`src/rtl/dmem_bus_ctrl_if.sv`:
```
// ---------------------------------------------------------------------------
// dmem_bus_if
// Bundles the MEM-stage request, the memory bus and the result/stall lines
// that connect to dmem_bus_ctrl.
//   proc2Dmem_*       : request from the MEM stage (command/addr/store data)
//   mem2proc_*        : memory acceptance tag, returning tag and load data
//   proc2mem_*        : command/addr/data driven to memory
//   Dmem2proc_data    : registered load result
//   dmem_stall        : pipeline hold (IF..MEM)
//   dmem_stall_cycles : running count of stalled cycles
// Modports: slave = the controller, master = whoever drives requests/memory.
// The bus command encodings below mirror sys_defs.vh.
// ---------------------------------------------------------------------------
`ifndef BUS_NONE
`define BUS_NONE  2'h0
`endif
`ifndef BUS_LOAD
`define BUS_LOAD  2'h1
`endif
`ifndef BUS_STORE
`define BUS_STORE 2'h2
`endif

interface dmem_bus_if;
  logic [1:0]  proc2Dmem_command;
  logic [31:0] proc2Dmem_addr;
  logic [31:0] proc2Dmem_data;
  logic [3:0]  mem2proc_response;
  logic [3:0]  mem2proc_tag;
  logic [31:0] mem2proc_data;
  logic [1:0]  proc2mem_command;
  logic [31:0] proc2mem_addr;
  logic [31:0] proc2mem_data;
  logic [31:0] Dmem2proc_data;
  logic        dmem_stall;
  logic [31:0] dmem_stall_cycles;

  modport slave (
    input  proc2Dmem_command, proc2Dmem_addr, proc2Dmem_data,
    input  mem2proc_response, mem2proc_tag, mem2proc_data,
    output proc2mem_command, proc2mem_addr, proc2mem_data,
    output Dmem2proc_data, dmem_stall, dmem_stall_cycles
  );

  modport master (
    output proc2Dmem_command, proc2Dmem_addr, proc2Dmem_data,
    output mem2proc_response, mem2proc_tag, mem2proc_data,
    input  proc2mem_command, proc2mem_addr, proc2mem_data,
    input  Dmem2proc_data, dmem_stall, dmem_stall_cycles
  );
endinterface

```
`src/rtl/dmem_bus_ctrl.sv`:
```
// ---------------------------------------------------------------------------
// dmem_bus_ctrl
// Single-outstanding data-memory bus controller between the MEM stage and a
// tagged memory. Latches one request, retries it until accepted, waits for
// the matching load tag, then releases the pipeline for one DONE cycle.
// Ports:
//   clk  : system clock
//   rst  : synchronous active-high reset
//   bus  : dmem_bus_if.slave (request, memory bus, result, stall, stall count)
//
// state      | meaning
// -----------+---------------------------------------------------------------
// S_IDLE     | no request outstanding; latch a LOAD/STORE when one appears
// S_ISSUE    | drive latched request to memory until response != 0
// S_WAIT_TAG | load accepted; wait for mem2proc_tag == pending tag
// S_DONE     | one-cycle release of the stall; always back to S_IDLE
// ---------------------------------------------------------------------------
module dmem_bus_ctrl (
  input  logic       clk,
  input  logic       rst,
  dmem_bus_if.slave  bus
);

  localparam logic [1:0] S_IDLE     = 2'd0;
  localparam logic [1:0] S_ISSUE    = 2'd1;
  localparam logic [1:0] S_WAIT_TAG = 2'd2;
  localparam logic [1:0] S_DONE     = 2'd3;

  logic [1:0]  state_q, state_d;
  logic [3:0]  tag_q, tag_d;
  logic [1:0]  cmd_q, cmd_d;
  logic [31:0] addr_q, addr_d;
  logic [31:0] data_q, data_d;
  logic [31:0] rdata_q, rdata_d;
  logic [31:0] stall_cnt_q, stall_cnt_d;

  logic        req_valid;
  logic [1:0]  state_eff;
  logic        stall;

  always_comb begin
    // 2'h3 is not a real command, so only LOAD/STORE count as requests
    req_valid = (bus.proc2Dmem_command == `BUS_LOAD) ||
                (bus.proc2Dmem_command == `BUS_STORE);
    // Combinational outputs treat a reset cycle as IDLE even before the
    // state flop has been cleared by the edge.
    state_eff = rst ? S_IDLE : state_q;

    state_d = state_q;
    tag_d   = tag_q;
    cmd_d   = cmd_q;
    addr_d  = addr_q;
    data_d  = data_q;
    rdata_d = rdata_q;

    case (state_q)
      S_IDLE: begin
        if (req_valid) begin
          cmd_d   = bus.proc2Dmem_command;
          addr_d  = bus.proc2Dmem_addr;
          data_d  = bus.proc2Dmem_data;
          state_d = S_ISSUE;
        end
      end
      S_ISSUE: begin
        if (bus.mem2proc_response != 4'd0) begin
          if (cmd_q == `BUS_STORE) begin
            state_d = S_DONE;
          end else begin
            tag_d   = bus.mem2proc_response;
            state_d = S_WAIT_TAG;
          end
        end
      end
      S_WAIT_TAG: begin
        if ((bus.mem2proc_tag != 4'd0) && (bus.mem2proc_tag == tag_q)) begin
          rdata_d = bus.mem2proc_data;
          tag_d   = 4'd0;
          state_d = S_DONE;
        end
      end
      S_DONE: begin
        state_d = S_IDLE;
      end
      default: begin
        state_d = S_IDLE;
      end
    endcase

    stall = ((state_eff == S_IDLE) && req_valid) ||
            (state_eff == S_ISSUE) || (state_eff == S_WAIT_TAG);

    stall_cnt_d = stall ? stall_cnt_q + 32'd1 : stall_cnt_q;
  end

  always_ff @(posedge clk) begin
    if (rst) begin
      state_q     <= S_IDLE;
      tag_q       <= 4'd0;
      cmd_q       <= `BUS_NONE;
      addr_q      <= 32'd0;
      data_q      <= 32'd0;
      rdata_q     <= 32'd0;
      stall_cnt_q <= 32'd0;
    end else begin
      state_q     <= state_d;
      tag_q       <= tag_d;
      cmd_q       <= cmd_d;
      addr_q      <= addr_d;
      data_q      <= data_d;
      rdata_q     <= rdata_d;
      stall_cnt_q <= stall_cnt_d;
    end
  end

  assign bus.proc2mem_command  = (state_eff == S_ISSUE) ? cmd_q : `BUS_NONE;
  assign bus.proc2mem_addr     = addr_q;
  assign bus.proc2mem_data     = data_q;
  assign bus.Dmem2proc_data    = rdata_q;
  assign bus.dmem_stall        = stall;
  assign bus.dmem_stall_cycles = stall_cnt_q;

endmodule

```
`src/flat_wrapper.sv`:
```
// flat-port wrapper written by rule: the top's interface ports become plain ports
module dmem_bus_ctrl_flat 
  (clk, rst, bus_proc2Dmem_command, bus_proc2Dmem_addr, bus_proc2Dmem_data, bus_mem2proc_response, bus_mem2proc_tag, bus_mem2proc_data, bus_proc2mem_command, bus_proc2mem_addr, bus_proc2mem_data, bus_Dmem2proc_data, bus_dmem_stall, bus_dmem_stall_cycles);
  dmem_bus_if bus_i ();
  input  logic clk;
  input  logic rst;
  input wire logic [$bits(bus_i.proc2Dmem_command)-1:0] bus_proc2Dmem_command;
  input wire logic [$bits(bus_i.proc2Dmem_addr)-1:0] bus_proc2Dmem_addr;
  input wire logic [$bits(bus_i.proc2Dmem_data)-1:0] bus_proc2Dmem_data;
  input wire logic [$bits(bus_i.mem2proc_response)-1:0] bus_mem2proc_response;
  input wire logic [$bits(bus_i.mem2proc_tag)-1:0] bus_mem2proc_tag;
  input wire logic [$bits(bus_i.mem2proc_data)-1:0] bus_mem2proc_data;
  output wire logic [$bits(bus_i.proc2mem_command)-1:0] bus_proc2mem_command;
  output wire logic [$bits(bus_i.proc2mem_addr)-1:0] bus_proc2mem_addr;
  output wire logic [$bits(bus_i.proc2mem_data)-1:0] bus_proc2mem_data;
  output wire logic [$bits(bus_i.Dmem2proc_data)-1:0] bus_Dmem2proc_data;
  output wire logic [$bits(bus_i.dmem_stall)-1:0] bus_dmem_stall;
  output wire logic [$bits(bus_i.dmem_stall_cycles)-1:0] bus_dmem_stall_cycles;
  assign bus_i.proc2Dmem_command = bus_proc2Dmem_command;
  assign bus_i.proc2Dmem_addr = bus_proc2Dmem_addr;
  assign bus_i.proc2Dmem_data = bus_proc2Dmem_data;
  assign bus_i.mem2proc_response = bus_mem2proc_response;
  assign bus_i.mem2proc_tag = bus_mem2proc_tag;
  assign bus_i.mem2proc_data = bus_mem2proc_data;
  assign bus_proc2mem_command = bus_i.proc2mem_command;
  assign bus_proc2mem_addr = bus_i.proc2mem_addr;
  assign bus_proc2mem_data = bus_i.proc2mem_data;
  assign bus_Dmem2proc_data = bus_i.Dmem2proc_data;
  assign bus_dmem_stall = bus_i.dmem_stall;
  assign bus_dmem_stall_cycles = bus_i.dmem_stall_cycles;
  dmem_bus_ctrl u_core (.clk(clk), .rst(rst), .bus(bus_i));
endmodule
```
`config.mk`:
```
export PLATFORM = sky130hd
export DESIGN_NAME = dmem_bus_ctrl_flat
export DESIGN_NICKNAME = d
export VERILOG_FILES = /design/src/rtl/dmem_bus_ctrl_if.sv /design/src/rtl/dmem_bus_ctrl.sv /design/src/flat_wrapper.sv
export SDC_FILE = /design/constraint.sdc
export NUM_CORES = 1
export LEC_CHECK = 0
export ABC_AREA = 1
export ABC_CLOCK_PERIOD_IN_PS = 2600
export CAP_MARGIN = 20
export CORE_MARGIN = 1
export CORE_UTILIZATION = 25
export DETAILED_ROUTE_END_ITERATION = 7
export HOLD_SLACK_MARGIN = 0.05
export MAX_ROUTING_LAYER = met4
export PLACE_DENSITY = 0.53
export SETUP_SLACK_MARGIN = 0.4
export SKIP_LAST_GASP = 1
export SYNTH_ARGS = -nofsm -noshare
export SYNTH_HDL_FRONTEND = slang
export SYNTH_SLANG_ARGS = --single-unit
```
`constraint.sdc`:
```
create_clock -name clk -period 2.6 [get_ports clk]
set_clock_uncertainty 0.05 [all_clocks]
set_input_delay 0.52 -clock clk [delete_from_list [all_inputs] [get_ports clk]]
set_output_delay 0.52 -clock clk [all_outputs]
set_load 0.1 [all_outputs]
```
==> flow_metrics.env, run 1 <==
export IMPL_drtIter0Drc=230
export IMPL_drc_errors=0
export IMPL_vias=5871
export IMPL_synth_ff_type="dfxtp_1"
export IMPL_cts_buffer_depth=2
export IMPL_leakage_nw=3.864
export IMPL_crit_top_cell="nand3_4"
export IMPL_worstPathCellList="inv_1 > nand3_4 > nand3_4 > buf_12"
export IMPL_post_route_min_period_ps=2002
export IMPL_yosysWarnings=0
export IMPL_clk_pin_slew_worst_paths_ps=60
export IMPL_hold_violations=0
export IMPL_port_buffer_count=238
export IMPL_rows=55
export IMPL_synth_edf_count=0
export IMPL_drive_above_1_share_pct=20.43
export IMPL_cap_violations=0
export IMPL_status="complete, no violations"
export IMPL_fillCellCount=2418
export IMPL_multi_input_area_um2=2728
export IMPL_holdWs_ps=382.6
export IMPL_core_um2=22780
export IMPL_pwr_density_cell_nw_per_um2=1053
export IMPL_wl_met3_um=994
export IMPL_gp_congestion=0.8249
export IMPL_ys_ff_latch=136
export IMPL_r2r_start="u_core.state_q[0]$_SDFFE_PP0P_"
export IMPL_utilization_pct=39.02
export IMPL_seq_area_um2=2725
export IMPL_grt_max_degree=76
export IMPL_finalSetupViolations=0
export IMPL_rsz0062_at_grt="false"
export IMPL_finalCritPeriodShare_pct=77.01
export IMPL_startpoint="u_core.state_q[1]$_SDFFE_PP0P_"
export IMPL_grt_antenna_before_repair=0
export IMPL_worstPathArrival_ps=1430
export IMPL_wl_met2_mm=9.157
export IMPL_r2r_setup_slack_ps=780
export IMPL_dieArea_um2=23920
export IMPL_ys_types=30
export IMPL_cts_root_buf="clkbuf_16"
export IMPL_synth_fp_nets=941
export IMPL_ant_nets=0
export IMPL_die_y_um=154.7
export IMPL_vias_per_cell=4.239
export IMPL_start_kind="register"
export IMPL_slowest_stage="dfxtp_1"
export IMPL_overflow=0
export IMPL_drv_slew=0
export IMPL_clk_latency_ps=410
export IMPL_syn_inst=828
export IMPL_setup_slack_ps=597.7
export IMPL_worstPathRequired_ps=2030
export IMPL_endpoint_kind="output port"
export IMPL_grt_pass1_vias=5676
export IMPL_cp_top_family="buffers and inverters"
export IMPL_r2r_cells=7
export IMPL_async_flop_share_pct=0
export IMPL_worst_pin_slew_ps=718.4
export IMPL_cts_hold_buf=0
export IMPL_syn_area_um2=5826
export IMPL_postSynthAreaPerCell_um2=7.036
export IMPL_place_area_um2=8223
export IMPL_vdd_drop_max_mv=0.5649
export IMPL_wl_met1_mm=8.452
export IMPL_grt_usage_pct=16.55
export IMPL_die_width_um=154.7
export IMPL_post_drt_wl_per_cell_um=13.54
export IMPL_cpPeakStageDelay_ps=350
export IMPL_grt_pass1_wl_mm=30.06
export IMPL_nets=1172
export IMPL_path_buf_inv=2
export IMPL_fmax_mhz=499.4
export IMPL_stdcell_area_um2=8887
export IMPL_regToRegEndpoint="u_core.bus.Dmem2proc_data[4]$_SDFFE_PP0P_"
export IMPL_initial_core_util_pct=25.58
export IMPL_syn2layout_area_growth_pct=52.56
export IMPL_htree_levels=4
export IMPL_tritoncts="built"
export IMPL_hold_path_class="input pin to register"
export IMPL_worstPathMaxFanout=5
export IMPL_yosysSeqAreaShare_pct=46.74
export IMPL_relSlewSlack_pct=52.11
export IMPL_min_path_cells=3
export IMPL_routed_top_layer="met4"
export IMPL_min_from="bus_proc2Dmem_command[0]"
export IMPL_hold_end="u_core.cmd_q[0]$_SDFFE_PP0P_"
export IMPL_cts_made_buffers=17
export IMPL_pre_cts_ws_ps=191.7
export IMPL_antennaDiodeCount=0
export IMPL_hpwl_mm=13.68
export IMPL_cts_sinks=136
export IMPL_critPathKind="register to output port"
export IMPL_firstDrtPassIters=5
export IMPL_io_pins=239
export IMPL_wirelength_mm=18.75
==> flip-flops by register name (all words and copies together) (netlist names) <==
register	flops
u_core.bus.Dmem2proc_data	32
u_core.bus.dmem_stall_cycles	32
u_core.bus.proc2mem_addr	32
u_core.bus.proc2mem_data	32
u_core.tag_q	4
u_core.cmd_q	2
u_core.state_q	2
==> per-stage QoR <==
| stage | std cells | total power, mW | setup TNS (ps) |
|---|---|---|---|
| finish | 1385 | 9.362 | 0 |
| global route | 1385 | 9.798 | 0 |
| CTS | 1385 | 9.476 | 0 |
| detailed placement | 1352 | 6.807 | 0 |
| global placement | 1352 | 6.804 | 0 |
| floorplan | 828 | 5.807 | -99.25 |
==> metal layers <==
| layer | vias up | track usage [%] |
|---|---|---|
| met3 | 10 | 3.727 |
| li1 | 3068 | - |
| met4 | 0 | 4.620 |
| met2 | 158 | 27.62 |
| met5 | - | - |
| met1 | 2635 | 19.95 |
==> worst max path at each step <==
stage                                           endpoint  slack, ps  depth (start not counted)
4_1_cts                                   bus_dmem_stall        420                          7
5_1_grt        u_core.bus.Dmem2proc_data[0]$_SDFFE_PP0P_        490                          7
3_5_place_dp                              bus_dmem_stall        190                          7
3_3_place_gp                              bus_dmem_stall        230                          7
2_1_floorplan                    bus_proc2mem_command[0]        -50                          4
6_report                                  bus_dmem_stall        600                          4
==> placed cells by master (no fill, tap or decap) <==
master           count
clkbuf_8             1
xnor2_1              2
o21ai_0            103
nand2_4              3
xor2_1               3
nand3_2              3
dlymetal6s2s_1       2
nor4_1               1
inv_1               44
nand2_2              7
o21a_1               2
clkdlybuf4s50_1    104
nand3_4              3
ha_1                 5
nor2_4               4
inv_2               11
o21bai_1             1
a21oi_1             24
dfxtp_2              2
nor2_2               7
buf_12               4
inv_4                2
nand3_1             15
nand4_1              7
buf_4              139
nor2_8               2
clkinvlp_4           2
bufinv_16            3
nand2_1            135
dlygate4sd2_1        1
inv_8                1
nor2_1             255
clkbuf_16           17
inv_6                5
dfxtp_1            134
nand3b_1             4
o21ai_1              9
clkinv_4             3
nor3_1               2
==> tightest hold or removal path: stages <==
cell            delay (ps)
dlymetal6s2s_1         150
nand2_1                 80
a21oi_1                 50
==> layout make-up <==
cell class / count / share of cell area (%)
multi-input combinational: 597 / 30.69
timing repair buffer: 250 / 24.74
sequential: 136 / 30.66
inverter: 57 / 2.464
clock buffer: 18 / 4.942
tap: 313 / 4.407
clock inverter: 14 / 2.098
==> cells in the mapped netlist (2+ instances only) <==
library cell  number  area share [%]
a21oi_1           24             2.1
xor2_1             3            0.45
nand3_4            2            0.60
o21a_1             2            0.26
dfxtp_1          136              47
o21ai_0          103             8.8
buf_6              3            0.58
xnor2_1            2            0.30
nor2_2             7            0.75
nand2_1          138             8.9
nand3_2            4            0.69
nor3_1             2            0.17
nor2_1           257              17
buf_2             14             1.2
nand4_1            7            0.75
nor2_4             2            0.39
nand3_1           15             1.3
nor2_8             2            0.69
nand3b_1           4            0.52
nand2_2            4            0.43
ha_1               5             1.1
o21ai_1            9            0.77
inv_4              2            0.21
nand2_4            3            0.58
inv_2             10            0.64
inv_1             45             2.9
clkbuf_1          20             1.3
==> what timing repair did <==
item	in CTS	in global routing
setup buffers	1	0
setup endpoints to repair	3	1
resized for setup	8	2
==> cell families (layout without fill, tap and decap cells) <==
group           count (synthesis)  count (layout)  synth area share (%)
simple gates                  448             448                 32.41
compound gates                139             139                 12.07
flops                         136             136                 46.74
buf+inv                        95             339                 6.959
fa+ha+maj                       5               5                 1.074
xor+xnor                        5               5                0.7519
==> where the power goes <==
part	total, mW	internal [mW]	switching, mW
combinational	4.12	0.921	3.20
sequential	2.64	2.44	0.203
clock	2.60	1.56	1.04
total	9.36	4.92	4.44
(Power assumes the default switching activity.)
==> run 2: changes to the inputs <==
Settings changed: ABC_CLOCK_PERIOD_IN_PS 2600 to 1690, PLACE_DENSITY 0.53 to 0.55.
Clock period 2.6 ns to 1.69 ns, I/O delays scaled along.
==> flow_metrics.env, run 2 (synthesis gave the netlist of run 1 again) <==
export IMPL_status="complete, but fails checks"
export IMPL_failed_checks="setup timing"
export IMPL_min_from="bus_proc2Dmem_command[0]"
export IMPL_drive_above_1_share_pct=42.41
export IMPL_drv_slew=0
export IMPL_hold_end="u_core.cmd_q[0]$_SDFFE_PP0P_"
export IMPL_start_kind="register"
export IMPL_r2r_cells=9
export IMPL_hpwl_mm=14.38
export IMPL_worstPathMaxFanout=4
export IMPL_seq_power_share_pct=26.2
export IMPL_critPathKind="register to output port"
export IMPL_nets=1239
export IMPL_wirelength_mm=20.20
export IMPL_power_mw=16.77
export IMPL_firstDrtPassIters=4
export IMPL_grt_max_degree=51
export IMPL_finalCritPeriodShare_pct=100.3
export IMPL_tritoncts="built"
export IMPL_worstPathArrival_ps=1310
export IMPL_multi_input_area_um2=3018
export IMPL_gp_congestion=0.8475
export IMPL_relSlewSlack_pct=74.31
export IMPL_grt_antenna_before_repair=1
export IMPL_grt_pass1_vias=6042
export IMPL_post_drt_wl_per_cell_um=13.90
export IMPL_combPwrFrac_pct=51.7
export IMPL_cts_sinks=136
export IMPL_hold_violations=0
export IMPL_stdcell_area_um2=11880
export IMPL_hold_path_class="input pin to register"
export IMPL_syn2layout_area_growth_pct=103.9
export IMPL_vdd_drop_max_mv=0.6140
export IMPL_finalSetupViolations=3
export IMPL_overflow=0
export IMPL_dieArea_um2=23920
export IMPL_clk_latency_ps=410
export IMPL_vias=6251
export IMPL_regToRegEndpoint="u_core.bus.proc2mem_addr[14]$_SDFFE_PP0P_"
export IMPL_fmax_mhz=589.8
export IMPL_endpoint_kind="output port"
export IMPL_cts_buffer_depth=2
export IMPL_grt_usage_pct=17.50
export IMPL_p_int_mw=9.398
export IMPL_drtIter0Drc=252
export IMPL_clkPwrFrac_pct=22.1
export IMPL_cts_hold_buf=0
export IMPL_p_sw_mw=7.374
export IMPL_place_area_um2=10430
export IMPL_worstPathRequired_ps=1300
export IMPL_cts_root_buf="clkbuf_16"
export IMPL_drc_errors=0
export IMPL_core_um2=22780
export IMPL_cts_made_buffers=17
export IMPL_final_common_cell="nor2_1"
export IMPL_setup_slack_ps=-5.351
export IMPL_switching_share_pct=43.97
export IMPL_initial_core_util_pct=25.58
export IMPL_clk_pin_slew_worst_paths_ps=60
export IMPL_r2r_setup_slack_ps=90
export IMPL_seq_area_um2=2975
export IMPL_grt_pass1_wl_mm=31.84
export IMPL_rows=55
export IMPL_pwr_density_cell_nw_per_um2=1412
export IMPL_min_path_cells=3
export IMPL_fillCellCount=2098
export IMPL_rsz0062_at_grt="true"
export IMPL_post_route_min_period_ps=1695
export IMPL_holdWs_ps=303.7
export IMPL_vias_per_cell=4.302
export IMPL_die_width_um=154.7
export IMPL_cap_violations=0
export IMPL_port_buffer_count=238
export IMPL_htree_levels=4
export IMPL_r2r_start="u_core.state_q[1]$_SDFFE_PP0P_"
export IMPL_leakage_nw=4.826
export IMPL_io_pins=239
export IMPL_die_y_um=154.7
export IMPL_ant_nets=0
export IMPL_worst_pin_slew_ps=385.4
export IMPL_most_common_layout_cells="234 x nor2_1, 145 x buf_12, 122 x nand2_1"
==> run 2: cell count changes in the layout (fill, tap and decap cells not counted), moves of 9 or more <==
cell / delta
o21ai_1: +57
inv_1: -9
nor2_2: +14
o21ai_2: +9
o21ai_0: -66
buf_12: +141
nor2_1: -21
nand2_1: -13
buf_4: -92
dfxtp_2: +98
dfxtp_1: -132
dfxtp_4: +34
==> run 2: routing by layer <==
metal / up-vias / routed length, um / track usage [%]
met4: 0 / 330 / 5.422
met2: 161 / 9857 / 28.94
met1: 2843 / 8914 / 21.05
met5: - / 0 / -
met3: 24 / 1096 / 4.035
li1: 3223 / - / -
==> run 2: how the worst max path moves through the flow <==
stage,from,to
after global placement,bus_proc2Dmem_command[0],u_core.bus.dmem_stall_cycles[2]$_SDFFE_PP0P_
final,u_core.state_q[1]$_SDFFE_PP0P_,bus_proc2mem_command[0]
after detailed placement,bus_proc2Dmem_command[1],u_core.bus.dmem_stall_cycles[2]$_SDFFE_PP0P_
after global routing,u_core.state_q[1]$_SDFFE_PP0P_,bus_proc2mem_command[0]
after CTS,u_core.state_q[1]$_SDFFE_PP0P_,bus_proc2mem_command[0]
after floorplan,u_core.bus.dmem_stall_cycles[0]$_SDFFE_PP0P_,u_core.bus.dmem_stall_cycles[20]$_SDFFE_PP0P_
==> run 2: critical path: stages, from the launching register on <==
cell	delay, ps
dfxtp_4	360
inv_4	60
nand3_4	70
buf_6	140
nor2_4	90
buf_12	180
==> run 2: power by group through the flow <==
stage | clock network (mW) | registers (mW) | logic, mW
2_1_floorplan | 0 | 7.64 | 1.61
3_3_place_gp | 0 | 4.45 | 7.90
3_5_place_dp | 0 | 4.47 | 7.93
4_1_cts | 3.83 | 4.40 | 8.27
5_1_grt | 3.97 | 4.47 | 9.04
6_report | 3.70 | 4.39 | 8.68
==> run 2: per-stage QoR <==
step	setup slack (ps)	utilization [%]	instances	TNS, ps
after global routing	-66.77	52.15	1453	-196.8
after floorplan	92.42	-	828	0
final	-5.351	52.15	1453	-10.23
after CTS	-33.07	50.44	1432	-93.69
after global placement	-343.9	45.77	1371	-26630
after detailed placement	-376.0	45.77	1371	-28710
==> run 2: area by class of cell <==
cell class | count | share of cell area, %
diodes | 1 | 0.02107
clock buffers | 19 | 3.823
clock inverters | 13 | 1.138
inverters | 57 | 2.117
multi-input cells | 597 | 25.41
flip-flops and latches | 136 | 25.05
well taps | 313 | 3.297
repair buffers | 317 | 39.15
==> run 2: what timing repair did <==
item	in CTS	in global routing
setup endpoints to repair	266	267
resized for setup	76	66
setup buffers	26	15
pin swaps	22	18
gates cloned	3	5
